===== config.mk =====
export PLATFORM = sky130hd
export DESIGN_NAME = fp_pipe_tracker_flat
export DESIGN_NICKNAME = d
export VERILOG_FILES = /design/src/rtl/fp_pipe_tracker_pkg.sv /design/src/rtl/fp_pipe_tracker_if.sv /design/src/rtl/fp_pipe_tracker_tag_shift.sv /design/src/rtl/fp_pipe_tracker.sv /design/src/flat_wrapper.sv
export SDC_FILE = /design/constraint.sdc
export NUM_CORES = 1
export LEC_CHECK = 0
export CAP_MARGIN = 20
export CORE_MARGIN = 8
export CORE_UTILIZATION = 35
export DETAILED_ROUTE_END_ITERATION = 8
export PLACE_DENSITY = 0.76
export REMOVE_ABC_BUFFERS = 1
export SYNTH_ARGS = -nofsm -noshare
export SYNTH_HDL_FRONTEND = slang
export SYNTH_HIERARCHICAL = 1
export SYNTH_SLANG_ARGS = --single-unit

===== constraint.sdc =====
create_clock -name clock -period 3.31 [get_ports clock]
set_input_delay 0.662 -clock clock [delete_from_list [all_inputs] [get_ports clock]]
set_output_delay 0.662 -clock clock [all_outputs]
set_load 0.005 [all_outputs]

===== src/rtl/fp_pipe_tracker_pkg.sv =====
`default_nettype none
// ============================================================================
// Module      : fp_pipe_pkg
// Description : Shared widths, opcodes, test constants and a popcount helper
//               for the FP pipeline trackers.
// Revision    : 1.0 - initial release
// ============================================================================
package fp_pipe_pkg;

  localparam int FP_W        = 32;
  localparam int STATS_W     = 16;
  localparam int INFLIGHT_W  = 6;
  localparam int MAX_LATENCY = 32;

  localparam logic FP_OP_ADD = 1'b1;
  localparam logic FP_OP_SUB = 1'b0;

  localparam logic [FP_W-1:0] FP_ONE   = 32'h3F80_0000;
  localparam logic [FP_W-1:0] FP_TWO   = 32'h4000_0000;
  localparam logic [FP_W-1:0] FP_THREE = 32'h4040_0000;

  typedef logic [FP_W-1:0] fp_word_t;

  function automatic logic [INFLIGHT_W-1:0] count_ones(input logic [MAX_LATENCY-1:0] bits);
    logic [INFLIGHT_W-1:0] acc;
    acc = '0;
    for (int i = 0; i < MAX_LATENCY; i++) begin
      acc = acc + INFLIGHT_W'(bits[i]);
    end
    return acc;
  endfunction

endpackage
`default_nettype wire


===== src/rtl/fp_pipe_tracker_if.sv =====
`default_nettype none
// ============================================================================
// Module      : fp_pipe_tracker_if
// Description : Operation stream, result stream and FP core bus of the
//               tracker. slave = tracker side, master = caller/core side.
// Revision    : 1.0 - initial release
// ============================================================================
interface fp_pipe_tracker_if
  import fp_pipe_pkg::*;
#(
  parameter int DATA_W = FP_W,
  parameter int TAG_W  = 4
) ();

  logic              in_valid;
  logic              in_ready;
  logic              in_add_sub;
  logic [DATA_W-1:0] in_dataa;
  logic [DATA_W-1:0] in_datab;
  logic [TAG_W-1:0]  in_tag;

  logic              core_clk_en;
  logic              core_add_sub;
  logic [DATA_W-1:0] core_dataa;
  logic [DATA_W-1:0] core_datab;
  logic [DATA_W-1:0] core_result;

  logic              out_valid;
  logic              out_ready;
  logic [DATA_W-1:0] out_result;
  logic [TAG_W-1:0]  out_tag;

  logic              busy;

  modport slave (
    input  in_valid, in_add_sub, in_dataa, in_datab, in_tag,
    input  core_result, out_ready,
    output in_ready, core_clk_en, core_add_sub, core_dataa, core_datab,
    output out_valid, out_result, out_tag, busy
  );

  modport master (
    output in_valid, in_add_sub, in_dataa, in_datab, in_tag,
    output core_result, out_ready,
    input  in_ready, core_clk_en, core_add_sub, core_dataa, core_datab,
    input  out_valid, out_result, out_tag, busy
  );

endinterface
`default_nettype wire


===== src/rtl/fp_pipe_tracker_tag_shift.sv =====
`default_nettype none
// ============================================================================
// Module      : fp_pipe_tag_shift
// Description : LATENCY-deep valid+tag delay line advancing only on en,
//               mirroring the occupancy of an enable-gated compute core.
// Revision    : 1.0 - initial release
// ============================================================================
module fp_pipe_tag_shift #(
  parameter int LATENCY = 7,
  parameter int TAG_W   = 4
) (
  input  logic               clock,
  input  logic               reset_n,
  input  logic               en,
  input  logic               in_valid,
  input  logic [TAG_W-1:0]   in_tag,
  output logic [LATENCY-1:0] valid,
  output logic [TAG_W-1:0]   last_tag
);

  logic [LATENCY-1:0] r_valid;
  logic [TAG_W-1:0]   r_tag [LATENCY];

  always_ff @(posedge clock or negedge reset_n) begin
    if (!reset_n) begin
      r_valid <= '0;
      for (int i = 0; i < LATENCY; i++) begin
        r_tag[i] <= '0;
      end
    end else if (en) begin
      r_valid[0] <= in_valid;
      r_tag[0]   <= in_tag;
      for (int i = 1; i < LATENCY; i++) begin
        r_valid[i] <= r_valid[i-1];
        r_tag[i]   <= r_tag[i-1];
      end
    end
  end

  assign valid    = r_valid;
  assign last_tag = r_tag[LATENCY-1];

endmodule
`default_nettype wire


===== src/rtl/fp_pipe_tracker.sv =====
`default_nettype none
// ============================================================================
// Module      : fp_pipe_tracker
// Description : Runs a fixed-latency FP add/sub core fully pipelined and
//               presents its results on a valid/ready stream; backpressure
//               freezes the core via clk_en. Optional FP_PIPE_STATS_EN adds
//               op_count and inflight outputs.
// Revision    : 1.0 - initial release
// ============================================================================
module fp_pipe_tracker
  import fp_pipe_pkg::*;
#(
  parameter int LATENCY = 7,
  parameter int DATA_W  = FP_W,
  parameter int TAG_W   = 4
) (
  input  logic clock,
  input  logic reset_n,
  fp_pipe_tracker_if.slave bus
`ifdef FP_PIPE_STATS_EN
  ,
  output logic [STATS_W-1:0]    op_count,
  output logic [INFLIGHT_W-1:0] inflight
`endif
);

  logic               w_advance;
  logic               w_capture;
  logic [LATENCY-1:0] w_valid;
  logic [TAG_W-1:0]   w_last_tag;

  logic               r_out_valid;
  logic [DATA_W-1:0]  r_out_result;
  logic [TAG_W-1:0]   r_out_tag;

  // Core, shadow line and output register all move on the same condition,
  // so accepting while full can never overflow.
  assign w_advance = !r_out_valid || bus.out_ready;
  assign w_capture = w_advance && w_valid[LATENCY-1];

  assign bus.in_ready     = w_advance;
  assign bus.core_clk_en  = w_advance;
  assign bus.core_add_sub = bus.in_add_sub;
  assign bus.core_dataa   = bus.in_dataa;
  assign bus.core_datab   = bus.in_datab;

  fp_pipe_tag_shift #(
    .LATENCY (LATENCY),
    .TAG_W   (TAG_W)
  ) u_tag_shift (
    .clock    (clock),
    .reset_n  (reset_n),
    .en       (w_advance),
    .in_valid (bus.in_valid),
    .in_tag   (bus.in_tag),
    .valid    (w_valid),
    .last_tag (w_last_tag)
  );

  // A capture in the same edge as a drain overwrites the old result.
  always_ff @(posedge clock or negedge reset_n) begin
    if (!reset_n) begin
      r_out_valid  <= 1'b0;
      r_out_result <= '0;
      r_out_tag    <= '0;
    end else if (w_capture) begin
      r_out_valid  <= 1'b1;
      r_out_result <= bus.core_result;
      r_out_tag    <= w_last_tag;
    end else if (bus.out_ready && r_out_valid) begin
      r_out_valid  <= 1'b0;
    end
  end

  assign bus.out_valid  = r_out_valid;
  assign bus.out_result = r_out_result;
  assign bus.out_tag    = r_out_tag;
  assign bus.busy       = (|w_valid) || r_out_valid;

`ifdef FP_PIPE_STATS_EN
  logic [STATS_W-1:0] r_op_count;

  always_ff @(posedge clock or negedge reset_n) begin
    if (!reset_n) begin
      r_op_count <= '0;
    end else if (r_out_valid && bus.out_ready) begin
      r_op_count <= r_op_count + STATS_W'(1);
    end
  end

  assign op_count = r_op_count;
  assign inflight = count_ones(MAX_LATENCY'(w_valid)) + INFLIGHT_W'(r_out_valid);
`endif

endmodule
`default_nettype wire


===== src/flat_wrapper.sv =====
// flat-port wrapper written by rule: the top's interface ports become plain ports
module fp_pipe_tracker_flat import fp_pipe_pkg::*;
#(
  parameter int LATENCY = 7,
  parameter int DATA_W  = FP_W,
  parameter int TAG_W   = 4
)
  (clock, reset_n, bus_in_valid, bus_in_add_sub, bus_in_dataa, bus_in_datab, bus_in_tag, bus_core_result, bus_out_ready, bus_in_ready, bus_core_clk_en, bus_core_add_sub, bus_core_dataa, bus_core_datab, bus_out_valid, bus_out_result, bus_out_tag, bus_busy);
  fp_pipe_tracker_if #(.DATA_W(DATA_W), .TAG_W(TAG_W)) bus_i ();
  input  logic clock;
  input  logic reset_n;
  input wire logic [$bits(bus_i.in_valid)-1:0] bus_in_valid;
  input wire logic [$bits(bus_i.in_add_sub)-1:0] bus_in_add_sub;
  input wire logic [$bits(bus_i.in_dataa)-1:0] bus_in_dataa;
  input wire logic [$bits(bus_i.in_datab)-1:0] bus_in_datab;
  input wire logic [$bits(bus_i.in_tag)-1:0] bus_in_tag;
  input wire logic [$bits(bus_i.core_result)-1:0] bus_core_result;
  input wire logic [$bits(bus_i.out_ready)-1:0] bus_out_ready;
  output wire logic [$bits(bus_i.in_ready)-1:0] bus_in_ready;
  output wire logic [$bits(bus_i.core_clk_en)-1:0] bus_core_clk_en;
  output wire logic [$bits(bus_i.core_add_sub)-1:0] bus_core_add_sub;
  output wire logic [$bits(bus_i.core_dataa)-1:0] bus_core_dataa;
  output wire logic [$bits(bus_i.core_datab)-1:0] bus_core_datab;
  output wire logic [$bits(bus_i.out_valid)-1:0] bus_out_valid;
  output wire logic [$bits(bus_i.out_result)-1:0] bus_out_result;
  output wire logic [$bits(bus_i.out_tag)-1:0] bus_out_tag;
  output wire logic [$bits(bus_i.busy)-1:0] bus_busy;
  assign bus_i.in_valid = bus_in_valid;
  assign bus_i.in_add_sub = bus_in_add_sub;
  assign bus_i.in_dataa = bus_in_dataa;
  assign bus_i.in_datab = bus_in_datab;
  assign bus_i.in_tag = bus_in_tag;
  assign bus_i.core_result = bus_core_result;
  assign bus_i.out_ready = bus_out_ready;
  assign bus_in_ready = bus_i.in_ready;
  assign bus_core_clk_en = bus_i.core_clk_en;
  assign bus_core_add_sub = bus_i.core_add_sub;
  assign bus_core_dataa = bus_i.core_dataa;
  assign bus_core_datab = bus_i.core_datab;
  assign bus_out_valid = bus_i.out_valid;
  assign bus_out_result = bus_i.out_result;
  assign bus_out_tag = bus_i.out_tag;
  assign bus_busy = bus_i.busy;
  fp_pipe_tracker #(.LATENCY(LATENCY), .DATA_W(DATA_W), .TAG_W(TAG_W)) u_core (.clock(clock), .reset_n(reset_n), .bus(bus_i));
endmodule

# After elaboration in Yosys (flattened, before gate mapping)
# Cells that the tools add are included.
# word_totals
reg_bits	72
input_bits	105
word_cells	20
output_inout_bits	105
# classes
n_reduce_logical	7
muxes	2
# op_table
op	count
OR reduction 7 bit	1
logical AND 1 bit	2
logical OR 1 bit	2
two-way mux 1 bit	2
nonzero test 2 bit	1
logical NOT 1 bit	1

# Longest topological paths before layout
# logic_depth
word_depth	4
ltp_mapped	4
depth_no_buf	3

# Cells and area by module
# The synthesis kept the hierarchy.
# by_module_without_submodules
mod	seq_area_each_um2	cells_each	n_inst	area_each_um2
fp_pipe_tracker	925.9	148	1	2048.2
fp_pipe_tag_shift	875.8	78	1	1483.9

# Worst setup path after synthesis
# Ideal clock, no wire load.
# synth_path
path_kind	in2out
from	input port bus_out_ready
to	output port bus_in_ready
path_stages	2
path_buffers	1
setup_slack_ns	1.698
t_required_ns	2.648
t_arrival_ns	0.950
path_cell_list	nand2b_4 > buf_4
# synth_between
elab_chain_len	1
# synth_rtl
element	line_no	source
start, declared	flat_wrapper.sv:18	input wire logic [$bits(bus_i.out_ready)-1:0] bus_out_ready;
logical OR 1 bit	fp_pipe_tracker.sv:38	assign w_advance = !r_out_valid || bus.out_ready;
end, declared	flat_wrapper.sv:19	output wire logic [$bits(bus_i.in_ready)-1:0] bus_in_ready;
# No other way between the ends.

# Worst setup path after layout
# Same ends and word-level chain as after synthesis.

==> results.cfg <==
[cells_and_area]
areaGrowthSynthToFinish_pct = 13.6
layout.nets = 345
final_common_cell = clkdlybuf4s50_1
drive_gt1_share_pct = 36.3
diodes = 0
n_fill_cell = 950
mostFrequentLayoutCells = clkdlybuf4s50_1 (78), dfrtp_1 (72), mux2_4 (60)

[floorplanning]
initial_core_util_pct = 36.1
dieArea_mm2 = 0.0136
die_x_um = 116
die_h_um = 116
fp-row-count = 36
core_area_mm2 = 0.00977
io_pins = 210

[clock_network]
cts_buffers = 9
root_buffer = clkbuf_8
htreeDepth = 3
clk_latency_ns = 0.34
postCtsSetupBuffers = 0
cts_resized = 0
clkTransAtPathRegs_ns = 0.07
postCtsHoldBufs = 0
cts_sinks = 72
clock_path_buffers = 2
cts_tree = built

[critical_path]
crit_fanout = 12
cp-end-kind = primary output
worstPathArrival_ns = 1.91
required_ns = 2.65
critPathLaunchType = input pin
crit_type = input pin to primary output
r2r.worst_path.cells = 3

[place]
dp_worst_setup_slack_ns = 0.725
io_buffers = 79
place.gp.congestion = 0.700
dp_hpwl_um = 7810

[synthesis]
postSynthRegisterBits = 72
yosys_warnings = 6
yosysSeqAreaShare_pct = 51.0
synth_area_leader_cell = dfrtp_1
synth_top_area_share_pct = 51.0
syn_avg_cell_area_um2 = 15.6
synthCells = 226
syn_area_mm2 = 0.00353
synth_area_leaders = dfrtp_1 (51%), mux2_4 (26%), buf_4 (15%)
synth_cell_types = 11

[global_route]
antenna_found_initial = 0
gr-usage-all-layers_pct = 15.4
grt-ovfl-total = 0
grt_pass1_vias = 1916
grt_first_pass_wirelength_um = 14400
grt_max_degree = 73

[flow_run]
maxCapViolations = 0

[detailed_routing]
viasPerCell = 4.70
vias = 1778
wl_met2_um = 3330
wl_per_cell_um = 27.6
drt_iter0_drc = 96
drt_wl_total_um = 10400
met3_length_um = 2190
final_antenna_net_count = 0
drc_errors = 0
wl_met1_um = 4640
topRoutingLayerUsed = met5
dr.pass1.iters = 2

[sta]
post-route-period-util_pct = 77.8
max_slew_margin_pct = 38.8
setup_ws_ns = 0.734
max_slew.worst_pin.slew_ns = 0.918
skew_ns = 0.00880
setup_viol = 0
drv_slew = 0
rsz0062_at_grt = no
fmaxAchievable_ghz = 0.388
hold_viol = 0
min_period_ns = 2.58
finalSetupTns_ns = 0

[pwr]
irDropWorstVdd_mv = 0.416
cellLeakagePower_nw = 1.83
power.density_mw_per_mm2 = 954

[outcome]
outcome = completed

[hold_path]
holdCritPathClass = input pin to async pin
==> critical path, cell delays in order <==
cell,delay [ns]
clkdlybuf4s50_1,0.45
nand2b_4,0.25
clkdlybuf4s50_1,0.55
==> final cells by class <==
cell class	count	area [um^2]	share of cell area, %
Clock inverter	4	30.0	0.748
Multi-Input combinational cell	77	1070	26.8
Sequential cell	72	1800	44.9
Clock buffer	12	145	3.62
Tap cell	133	166	4.15
Timing Repair Buffer	80	796	19.8
==> cells in the mapped netlist <==
cell,instances
dfrtp_1,72
buf_4,70
mux2_4,60
mux2_2,11
buf_12,6
nor4_1,2
buf_6,1
nand2_1,1
nand2_4,1
nand2b_4,1
or2b_1,1
==> per-stage QoR <==
stage	instances	utilization (%)	area (um^2)	total power, W	hold WS (ns)
global placement	362	39.3	3840	0.00319	0.485
CTS	378	41.1	4010	0.00390	0.481
global route	378	41.1	4010	0.00407	0.520
finish	378	41.1	4010	0.00383	0.461
detailed placement	362	39.3	3840	0.00325	0.490
floorplan	149	-	2880	0.00250	0.366
==> flip-flops by register name, summed over array words and instances (netlist names) <==
signal,flops
u_core/bus.out_result,32
u_core/u_tag_shift/r_tag,24
u_core/u_tag_shift/valid,7
u_core/bus.out_tag,4
u_core/u_tag_shift/last_tag,4
u_core/bus.out_valid,1
==> metal layers <==
layer	global-route usage (%)	vias up
met5	10.9	-
met4	3.98	8
met3	15.5	16
met2	15.3	169
met1	20.0	871
li1	-	714
==> worst paths after layout <==
check,start,end,slack [ns]
min in group clock,u_core/u_tag_shift/r_tag[15]$_DFFE_PN0P_,u_core/u_tag_shift/r_tag[15]$_DFFE_PN0P_,0.51
max in group asynchronous,reset_n,u_core/u_tag_shift/r_tag[6]$_DFFE_PN0P_,2.26
worst max register to register,u_core/bus.out_valid$_DFFE_PN0P_,u_core/bus.out_tag[3]$_DFFE_PN0P_,1.61
worst min register to register,u_core/u_tag_shift/r_tag[15]$_DFFE_PN0P_,u_core/u_tag_shift/r_tag[15]$_DFFE_PN0P_,0.51
worst max-delay path,bus_out_ready,bus_in_ready,0.73
worst min-delay path,reset_n,u_core/bus.out_result[26]$_DFFE_PN0P_,0.46
==> report_power, final <==
part           internal (W)  switching [W]
combinational       0.00116       0.000466
clock              0.000294       0.000324
sequential          0.00132       0.000263
total               0.00278        0.00105
==> cells by family (layout without fill, tap and decap cells) <==
group,after synthesis,in the layout,share of synthesized area [%]
buf+inv,77,96,18.6
simple gates,6,6,1.38
flops,72,72,51.0
mux,71,71,29.0
(Power assumes the default switching activity.)
